**src/rtl/tile_stream_reader_if.sv**
```systemverilog
// Command, BRAM read-port and output-stream bundle for tile_stream_reader.
// master is the reader itself; slave is the scheduler / BRAM / consumer side.
// cfg_stride exists only when TILE_READER_STRIDE_EN is defined.
interface tile_stream_reader_if #(
  parameter int W     = 32,
  parameter int DEPTH = 1024
);
  localparam int AW = $clog2(DEPTH);

  // Command side
  logic          start;
  logic [AW-1:0] cfg_base;
  logic [AW:0]   cfg_len;
`ifdef TILE_READER_STRIDE_EN
  logic [AW-1:0] cfg_stride;
`endif
  logic          busy;
  logic          done;

  // BRAM read port
  logic          bram_re;
  logic [AW-1:0] bram_raddr;
  logic [W-1:0]  bram_rdata;

  // Output stream
  logic          m_valid;
  logic          m_ready;
  logic [W-1:0]  m_data;
  logic          m_last;

`ifdef TILE_READER_STRIDE_EN
  modport master (
    input  start, cfg_base, cfg_len, cfg_stride, bram_rdata, m_ready,
    output busy, done, bram_re, bram_raddr, m_valid, m_data, m_last
  );
  modport slave (
    output start, cfg_base, cfg_len, cfg_stride, bram_rdata, m_ready,
    input  busy, done, bram_re, bram_raddr, m_valid, m_data, m_last
  );
`else
  modport master (
    input  start, cfg_base, cfg_len, bram_rdata, m_ready,
    output busy, done, bram_re, bram_raddr, m_valid, m_data, m_last
  );
  modport slave (
    output start, cfg_base, cfg_len, bram_rdata, m_ready,
    input  busy, done, bram_re, bram_raddr, m_valid, m_data, m_last
  );
`endif
endinterface

```
**src/rtl/tile_stream_reader.sv**
```systemverilog
// Purpose: reads a run of tile-BRAM words and streams them out over valid/ready.
// Latency: start accepted in cycle 0 -> bram_re in cycle 1 -> first m_valid in cycle 3.
// Backpressure: 3-entry output FIFO; reads stall once buffered + in-flight words reach 3.
// Optional feature: TILE_READER_STRIDE_EN adds a latched cfg_stride address increment.
module tile_stream_reader #(
  parameter int W     = 32,
  parameter int DEPTH = 1024
) (
  input logic                  clk,
  input logic                  rst_n,
  tile_stream_reader_if.master bus
);
  localparam int          AW      = $clog2(DEPTH);
  localparam logic [AW:0] DEPTH_L = (AW+1)'(DEPTH);

  localparam logic [1:0] S_IDLE  = 2'd0;
  localparam logic [1:0] S_RUN   = 2'd1;
  localparam logic [1:0] S_DRAIN = 2'd2;

  // (a + b) mod DEPTH for operands already below DEPTH
  function automatic logic [AW-1:0] add_mod(input logic [AW-1:0] a, input logic [AW-1:0] b);
    logic [AW:0] s;
    s = {1'b0, a} + {1'b0, b};
    if (s >= DEPTH_L) s = s - DEPTH_L;
    return s[AW-1:0];
  endfunction

  // a mod DEPTH for an AW-bit value (only matters when DEPTH is not a power of two)
  function automatic logic [AW-1:0] red_mod(input logic [AW-1:0] a);
    logic [AW:0] s;
    s = {1'b0, a};
    if (s >= DEPTH_L) s = s - DEPTH_L;
    return s[AW-1:0];
  endfunction

  function automatic logic [1:0] ptr_inc(input logic [1:0] p);
    return (p == 2'd2) ? 2'd0 : p + 2'd1;
  endfunction

  logic [1:0]    state_q, state_d;
  logic [AW:0]   len_q, len_d;
  logic [AW:0]   issued_q, issued_d;
  logic [AW-1:0] addr_q, addr_d;      // address of the next read to issue
  logic [AW-1:0] step_q, step_d;
  logic          re_q, re_d;
  logic          re_last_q, re_last_d; // read in flight carries word len-1
  logic [AW-1:0] raddr_q, raddr_d;
  logic          busy_q, busy_d;
  logic          done_q, done_d;

  // BRAM data is valid the cycle after re; vld_q marks that cycle
  logic          vld_q, vld_last_q;
  logic [W-1:0]  fifo_dat_q [3];
  logic [2:0]    fifo_last_q;
  logic [1:0]    wr_ptr_q, rd_ptr_q, cnt_q;

  logic          m_valid, pop, head_last, credit_ok;
  logic [2:0]    occ_next;
  logic [AW:0]   len_c;
  logic [AW-1:0] base_c, step_c;

  assign m_valid   = (cnt_q != 2'd0);
  assign pop       = m_valid && bus.m_ready;
  assign head_last = fifo_last_q[rd_ptr_q];

  // FIFO occupancy after this edge; a new read may issue only if it still fits
  // alongside the word landing next cycle, so the unconditional write never overflows.
  assign occ_next  = {1'b0, cnt_q} + {2'b0, vld_q} - {2'b0, pop};
  assign credit_ok = (occ_next + {2'b0, re_q}) < 3'd3;

  assign len_c  = (bus.cfg_len > DEPTH_L) ? DEPTH_L : bus.cfg_len;
  assign base_c = red_mod(bus.cfg_base);
`ifdef TILE_READER_STRIDE_EN
  assign step_c = red_mod(bus.cfg_stride);
`else
  assign step_c = AW'(1);
`endif

  // Burst FSM: command acceptance, read issue with credit check, drain and done
  always_comb begin
    state_d   = state_q;
    len_d     = len_q;
    issued_d  = issued_q;
    addr_d    = addr_q;
    step_d    = step_q;
    re_d      = 1'b0;
    re_last_d = 1'b0;
    raddr_d   = raddr_q;
    busy_d    = busy_q;
    done_d    = 1'b0;
    case (state_q)
      S_IDLE: begin
        if (bus.start) begin
          if (len_c == '0) begin
            done_d = 1'b1;
          end else begin
            len_d     = len_c;
            step_d    = step_c;
            re_d      = 1'b1;
            raddr_d   = base_c;
            re_last_d = (len_c == (AW+1)'(1));
            addr_d    = add_mod(base_c, step_c);
            issued_d  = (AW+1)'(1);
            busy_d    = 1'b1;
            state_d   = S_RUN;
          end
        end
      end
      S_RUN: begin
        if (issued_q == len_q) begin
          state_d = S_DRAIN;
        end else if (credit_ok) begin
          re_d      = 1'b1;
          raddr_d   = addr_q;
          re_last_d = (issued_q == len_q - (AW+1)'(1));
          addr_d    = add_mod(addr_q, step_q);
          issued_d  = issued_q + (AW+1)'(1);
        end
      end
      S_DRAIN: begin
        if (pop && head_last) begin
          state_d = S_IDLE;
          busy_d  = 1'b0;
          done_d  = 1'b1;
        end
      end
      default: state_d = S_IDLE;
    endcase
  end

  // Control registers
  always_ff @(posedge clk or negedge rst_n) begin
    if (!rst_n) begin
      state_q   <= S_IDLE;
      len_q     <= '0;
      issued_q  <= '0;
      addr_q    <= '0;
      step_q    <= '0;
      re_q      <= 1'b0;
      re_last_q <= 1'b0;
      raddr_q   <= '0;
      busy_q    <= 1'b0;
      done_q    <= 1'b0;
    end else begin
      state_q   <= state_d;
      len_q     <= len_d;
      issued_q  <= issued_d;
      addr_q    <= addr_d;
      step_q    <= step_d;
      re_q      <= re_d;
      re_last_q <= re_last_d;
      raddr_q   <= raddr_d;
      busy_q    <= busy_d;
      done_q    <= done_d;
    end
  end

  // Read-latency stage and 3-entry output FIFO; reset drops any in-flight word
  always_ff @(posedge clk or negedge rst_n) begin
    if (!rst_n) begin
      vld_q       <= 1'b0;
      vld_last_q  <= 1'b0;
      wr_ptr_q    <= 2'd0;
      rd_ptr_q    <= 2'd0;
      cnt_q       <= 2'd0;
      fifo_last_q <= '0;
      for (int i = 0; i < 3; i++) fifo_dat_q[i] <= '0;
    end else begin
      vld_q      <= re_q;
      vld_last_q <= re_last_q;
      if (vld_q) begin
        fifo_dat_q[wr_ptr_q]  <= bus.bram_rdata;
        fifo_last_q[wr_ptr_q] <= vld_last_q;
        wr_ptr_q              <= ptr_inc(wr_ptr_q);
      end
      if (pop) rd_ptr_q <= ptr_inc(rd_ptr_q);
      cnt_q <= occ_next[1:0];
    end
  end

  assign bus.busy       = busy_q;
  assign bus.done       = done_q;
  assign bus.bram_re    = re_q;
  assign bus.bram_raddr = raddr_q;
  assign bus.m_valid    = m_valid;
  // Head is gated so the stream reads zero whenever nothing is buffered
  assign bus.m_data     = m_valid ? fifo_dat_q[rd_ptr_q] : '0;
  assign bus.m_last     = m_valid && head_last;
endmodule

```
**src/flat_wrapper.sv**
```systemverilog
// flat-port wrapper written by rule: the top's interface ports become plain ports
module tile_stream_reader_flat 
#(
  parameter int W     = 32,
  parameter int DEPTH = 1024
)
  (clk, rst_n, bus_start, bus_cfg_base, bus_cfg_len, bus_bram_rdata, bus_m_ready, bus_busy, bus_done, bus_bram_re, bus_bram_raddr, bus_m_valid, bus_m_data, bus_m_last);
  tile_stream_reader_if #(.W(W), .DEPTH(DEPTH)) bus_i ();
  input logic clk;
  input logic rst_n;
  input wire logic [$bits(bus_i.start)-1:0] bus_start;
  input wire logic [$bits(bus_i.cfg_base)-1:0] bus_cfg_base;
  input wire logic [$bits(bus_i.cfg_len)-1:0] bus_cfg_len;
  input wire logic [$bits(bus_i.bram_rdata)-1:0] bus_bram_rdata;
  input wire logic [$bits(bus_i.m_ready)-1:0] bus_m_ready;
  output wire logic [$bits(bus_i.busy)-1:0] bus_busy;
  output wire logic [$bits(bus_i.done)-1:0] bus_done;
  output wire logic [$bits(bus_i.bram_re)-1:0] bus_bram_re;
  output wire logic [$bits(bus_i.bram_raddr)-1:0] bus_bram_raddr;
  output wire logic [$bits(bus_i.m_valid)-1:0] bus_m_valid;
  output wire logic [$bits(bus_i.m_data)-1:0] bus_m_data;
  output wire logic [$bits(bus_i.m_last)-1:0] bus_m_last;
  assign bus_i.start = bus_start;
  assign bus_i.cfg_base = bus_cfg_base;
  assign bus_i.cfg_len = bus_cfg_len;
  assign bus_i.bram_rdata = bus_bram_rdata;
  assign bus_i.m_ready = bus_m_ready;
  assign bus_busy = bus_i.busy;
  assign bus_done = bus_i.done;
  assign bus_bram_re = bus_i.bram_re;
  assign bus_bram_raddr = bus_i.bram_raddr;
  assign bus_m_valid = bus_i.m_valid;
  assign bus_m_data = bus_i.m_data;
  assign bus_m_last = bus_i.m_last;
  tile_stream_reader #(.W(W), .DEPTH(DEPTH)) u_core (.clk(clk), .rst_n(rst_n), .bus(bus_i));
endmodule
```
**config.mk**
```make
export PLATFORM = sky130hd
export DESIGN_NAME = tile_stream_reader_flat
export DESIGN_NICKNAME = d
export VERILOG_FILES = /design/src/rtl/tile_stream_reader_if.sv /design/src/rtl/tile_stream_reader.sv /design/src/flat_wrapper.sv
export SDC_FILE = /design/constraint.sdc
export NUM_CORES = 1
export LEC_CHECK = 0
export ABC_AREA = 1
export BUFFER_PORTS_ARGS = -buffer_cell sky130_fd_sc_hd__buf_2
export CAP_MARGIN = 20
export CORE_MARGIN = 5
export CORE_UTILIZATION = 58
export CTS_CLUSTER_DIAMETER = 150
export CTS_CLUSTER_SIZE = 16
export DETAILED_ROUTE_END_ITERATION = 6
export PLACE_DENSITY = 0.8
export REMOVE_ABC_BUFFERS = 1
export SYNTH_ARGS = -nofsm -noshare
export SYNTH_HDL_FRONTEND = slang
export SYNTH_SLANG_ARGS = --single-unit
export TNS_END_PERCENT = 100
```
**constraint.sdc**
```tcl
create_clock -name clk -period 3.66 [get_ports clk]
set_clock_uncertainty 0.15 [all_clocks]
set_input_delay 0.183 -clock clk [delete_from_list [all_inputs] [get_ports clk]]
set_output_delay 0.183 -clock clk [all_outputs]
set_load 0.02 [all_outputs]
```
==> results.md <==
- Met3 Use GR: 0.0441
- Power per cell area: between 900 and 1000 nW/um^2
- Synth Cell Area: 7900 um^2
- Int Power: 5.12 mW
- CP Launch Type: register
- TNS Setup: 0 ns
- Final setup margin: between 0.2 and 0.3 ns
- Syn avg cell area: 7.46 um^2
- H-tree depth reported by CTS: 4
- Xor-xnor portion of the synthesized cell area: 0.0277
- Die ar.: about 16,000 um^2
- Clock Power Share: 0.198
- Sw Ratio: 0.448
- GP Congestion: just over 0.8
- Drt drc: 0
- Final antenna-violating net count: 0
- Sequential power share: 0.323
- HP Class: in2reg
- Fillers: 1,085
- Worst skew pair latency: between 0.4 and 0.5 ns
- Largest net degree at the start of global routing: between 90 and 100
- Max-slew violation count: 0
- Ports: roughly 100
- Tmin final: ~3.4 ns
- Starting Density: 0.594
- Worst EP required: ~3.8 ns
- First-pass GRT wire length: ~32,000 um
- Via/cell ratio: approximately 5
- Critical path peak fanout: 31
- Period utilisation layout: 0.920
- Max IR drop VDD: 0.537 mV
- Leakage power: 5.25 nW
- Mapped Cells: about 1,100
- Worst slew margin: 0.396
- Clk sinks: 156
- Gate power share: 0.479
- Core box area: 13,300 um^2
- Hold Path Depth: 5
- Ys Warns: 0
- Antenna cells: 0
- Post_cts resized: 0
- Max cap viols: 0
- Layout area overhead: 22.0%
- Multi-input gate area: about 3400 um^2
- Hold Vio Cnt, Final: 0
- Worst-Margin Slew: between 0.9 and 1 ns
- GRT Overall Usage: 0.243
- Sw Pwr: approximately 4.2 mW
- Met1 GRT Util: 0.321
- Vias in the first global route: about 7,000
- Simple-gate portion of the synthesized area: 0.279
- Worst Path Arrival: between 3 and 4 ns
- Cell Rows: 42
- DR vias: about 7,100
- Largest family of logic cells by synthesized area: simple AND/OR/NAND/NOR gates
- I/O Buffers: ~100
- Clk root buf: clkbuf_16
- RSZ-0062 raised after global routing: false
- Layout net count: between 1,000 and 1,500
- Final setup fails: 0
- HPWL reported at the end of detailed placement: 11,600 um
- Worst-case reg-to-reg path depth: 15
- Clock Path Buffers: 2
- GR peak layer: met2
- Pre-Repair DR Iteration Count: 5
- Global route total overflow: 0
- Wire length per cell: approximately 14 um
- Status: finished clean
- Synth unique cells: 34
- Fraction of synthesized area in multiplexers: 0
- CTS tree: done
- DR iter-0 viols: ~600
- Initial antenna violation count: 0
- CP Class: reg2reg
- Met2 usage: 0.405
- Drt total wl: approximately 19,000 um
- Die Y: around 130 um
- Die Wd: around 130 um
- FF/Latch Area: just under 4000 um^2
- Synth Area in Compound Gates: 0.0998
- Fmax: roughly 300 MHz
- Seq/Total Area, Yosys: 0.494
- Final core occ: 0.725
- Cts bufs inserted: 17
- Layout cells sized above 1: 0.128
- Post-synthesis register bit count: around 160
- Worst-path clk slew: roughly 0.060 ns
- Post-synthesis adder-cell area fraction: 0.0168
- Crit. End Element: register
- Pre-CTS setup slack: ~0.32 ns
[cells in the mapped netlist]
cell type  count  area, um^2
o21ai_1        1        5.00
buf_1          3        11.3
nor3b_1        2        15.0
inv_1        110         413
o22ai_1        6        37.5
nand2_2        3        18.8
xor2_1        11        96.3
nor2_2         1        6.26
nand3_1       53         265
buf_2          4        20.0
o21bai_1       1        7.51
buf_4          4        30.0
o21bai_2       1        11.3
or2_2          1        6.26
clkinv_1       2        7.51
o41ai_2        1        16.3
ha_1           9         113
nor2_1        47         176
nand3_2        1        10.0
xnor2_1       14         123
inv_2          1        3.75
nor3_1         6        30.0
buf_6          3        33.8
clkbuf_1      34         128
a21oi_1        4        20.0
o211ai_1       1        7.51
o21ai_0      135         676
nand4_1        5        31.3
o31ai_1        1        7.51
dfrtp_1      156        3900
nand2_1      435        1630
and3_1         1        6.26
fa_1           1        20.0
nand3b_1       1        7.51
[repair_timing]
item                                   in CTS  in global routing
endpoints found under the hold margin     211                  0
hold buffers                               51                  0
setup buffers                               0                  0
[cell usage in the layout (no fill, tap or decap), types with 2 or more instances in the layout]
cell / netlist / layout
a21oi_1: 4 / 4
buf_2: 4 / 102
buf_4: 4 / 10
bufinv_16: 0 / 4
clkbuf_1: 34 / 3
clkbuf_16: 0 / 17
clkinv_1: 2 / 2
clkinv_2: 0 / 3
clkinv_4: 0 / 2
clkinvlp_4: 0 / 2
dfrtp_1: 156 / 156
dlygate4sd3_1: 0 / 51
ha_1: 9 / 9
inv_1: 110 / 110
nand2_1: 435 / 435
nand2_2: 3 / 3
nand3_1: 53 / 50
nand3_2: 1 / 4
nand4_1: 5 / 5
nor2_1: 47 / 46
nor2_2: 1 / 2
nor3_1: 6 / 6
nor3b_1: 2 / 2
o21ai_0: 135 / 135
o22ai_1: 6 / 6
xnor2_1: 14 / 14
xor2_1: 11 / 11
[cell type report]
class / count / share of cell area
Sequential cell: 156 / 0.405
Multi-Input combinational cell: 742 / 0.349
Timing Repair Buffer: 164 / 0.115
Clock buffer: 21 / 0.0467
Inverter: 113 / 0.0440
Tap cell: 176 / 0.0229
Clock inverter: 11 / 0.0174
[metrics by stage]
step	total power, mW	cell area (um^2)	cells	hold slack, ns
2_1_floorplan	6.01	7670	1011	-0.263
3_3_place_gp	7.21	8510	1300	0.181
3_5_place_dp	7.37	8510	1300	0.181
4_1_cts	9.30	9640	1383	0.00175
5_1_grt	10.1	9640	1383	0.0653
6_report	9.28	9640	1383	0.0294
[critical path: stages (launching register included)]
cell and delay (ns):
dfrtp_1 0.40, nor2_1 0.16, nor2_1 0.12, ha_1 0.29, inv_1 0.04, ha_1 0.18
fa_1 0.48, ha_1 0.31, nand2_1 0.05, o21ai_0 0.08, a21oi_1 0.16, nand3_2 0.11
nand2_1 0.09, nand2_2 0.36, nand2_1 0.19, nand2_1 0.07
[path summary, 6_finish.rpt]
| check | start | to | slack, ns |
|---|---|---|---|
| setup / recovery | u_core.cnt_q[1] | u_core.addr_q[1] | 0.29 |
| hold / removal | bus_cfg_base[8] | u_core.bus.bram_raddr[8] | 0.03 |
| setup reg to reg | u_core.cnt_q[1] | u_core.addr_q[1] | 0.29 |
| hold reg to reg | u_core.re_last_q | u_core.vld_last_q | 0.20 |
| max in group asynchronous | rst_n | u_core.fifo_dat_q[86] | 2.17 |
| min in group asynchronous | rst_n | u_core.fifo_dat_q[46] | 0.27 |
[power groups by stage]
stage | sequential [mW] | combinational (mW) | clock, mW
final | 3.00 | 4.44 | 1.84
after global routing | 3.09 | 5.06 | 1.93
after CTS | 2.99 | 4.45 | 1.86
after detailed placement | 3.01 | 4.36 | 0
after global placement | 2.98 | 4.23 | 0
after floorplan | 2.96 | 3.04 | 0
[routing by layer]
metal  up-vias  wire length [um]
li1       3555                 -
met1      3318              8240
met2       217              9340
met3        29              1000
met4         0               321
met5         -                 0
[kinds of logic after synthesis]
logic type               count (synthesis)
flip-flops                             156
AND/OR/NAND/NOR                        556
XOR/XNOR                                25
adder cells (fa/ha/maj)                 10
AO/OA/AOI/OAI                          151
buffers and inverters                  161
[state kept, by name (all words and copies together) (netlist names), 2 cells and up]
name                   count
u_core.addr_q             10
u_core.wr_ptr_q            2
u_core.fifo_dat_q         96
u_core.rd_ptr_q            2
u_core.cnt_q               2
u_core.bus.bram_raddr     10
u_core.state_q             2
u_core.fifo_last_q         3
u_core.issued_q           11
u_core.len_q              11
No activity file was read; power rests on OpenSTA's default activity.
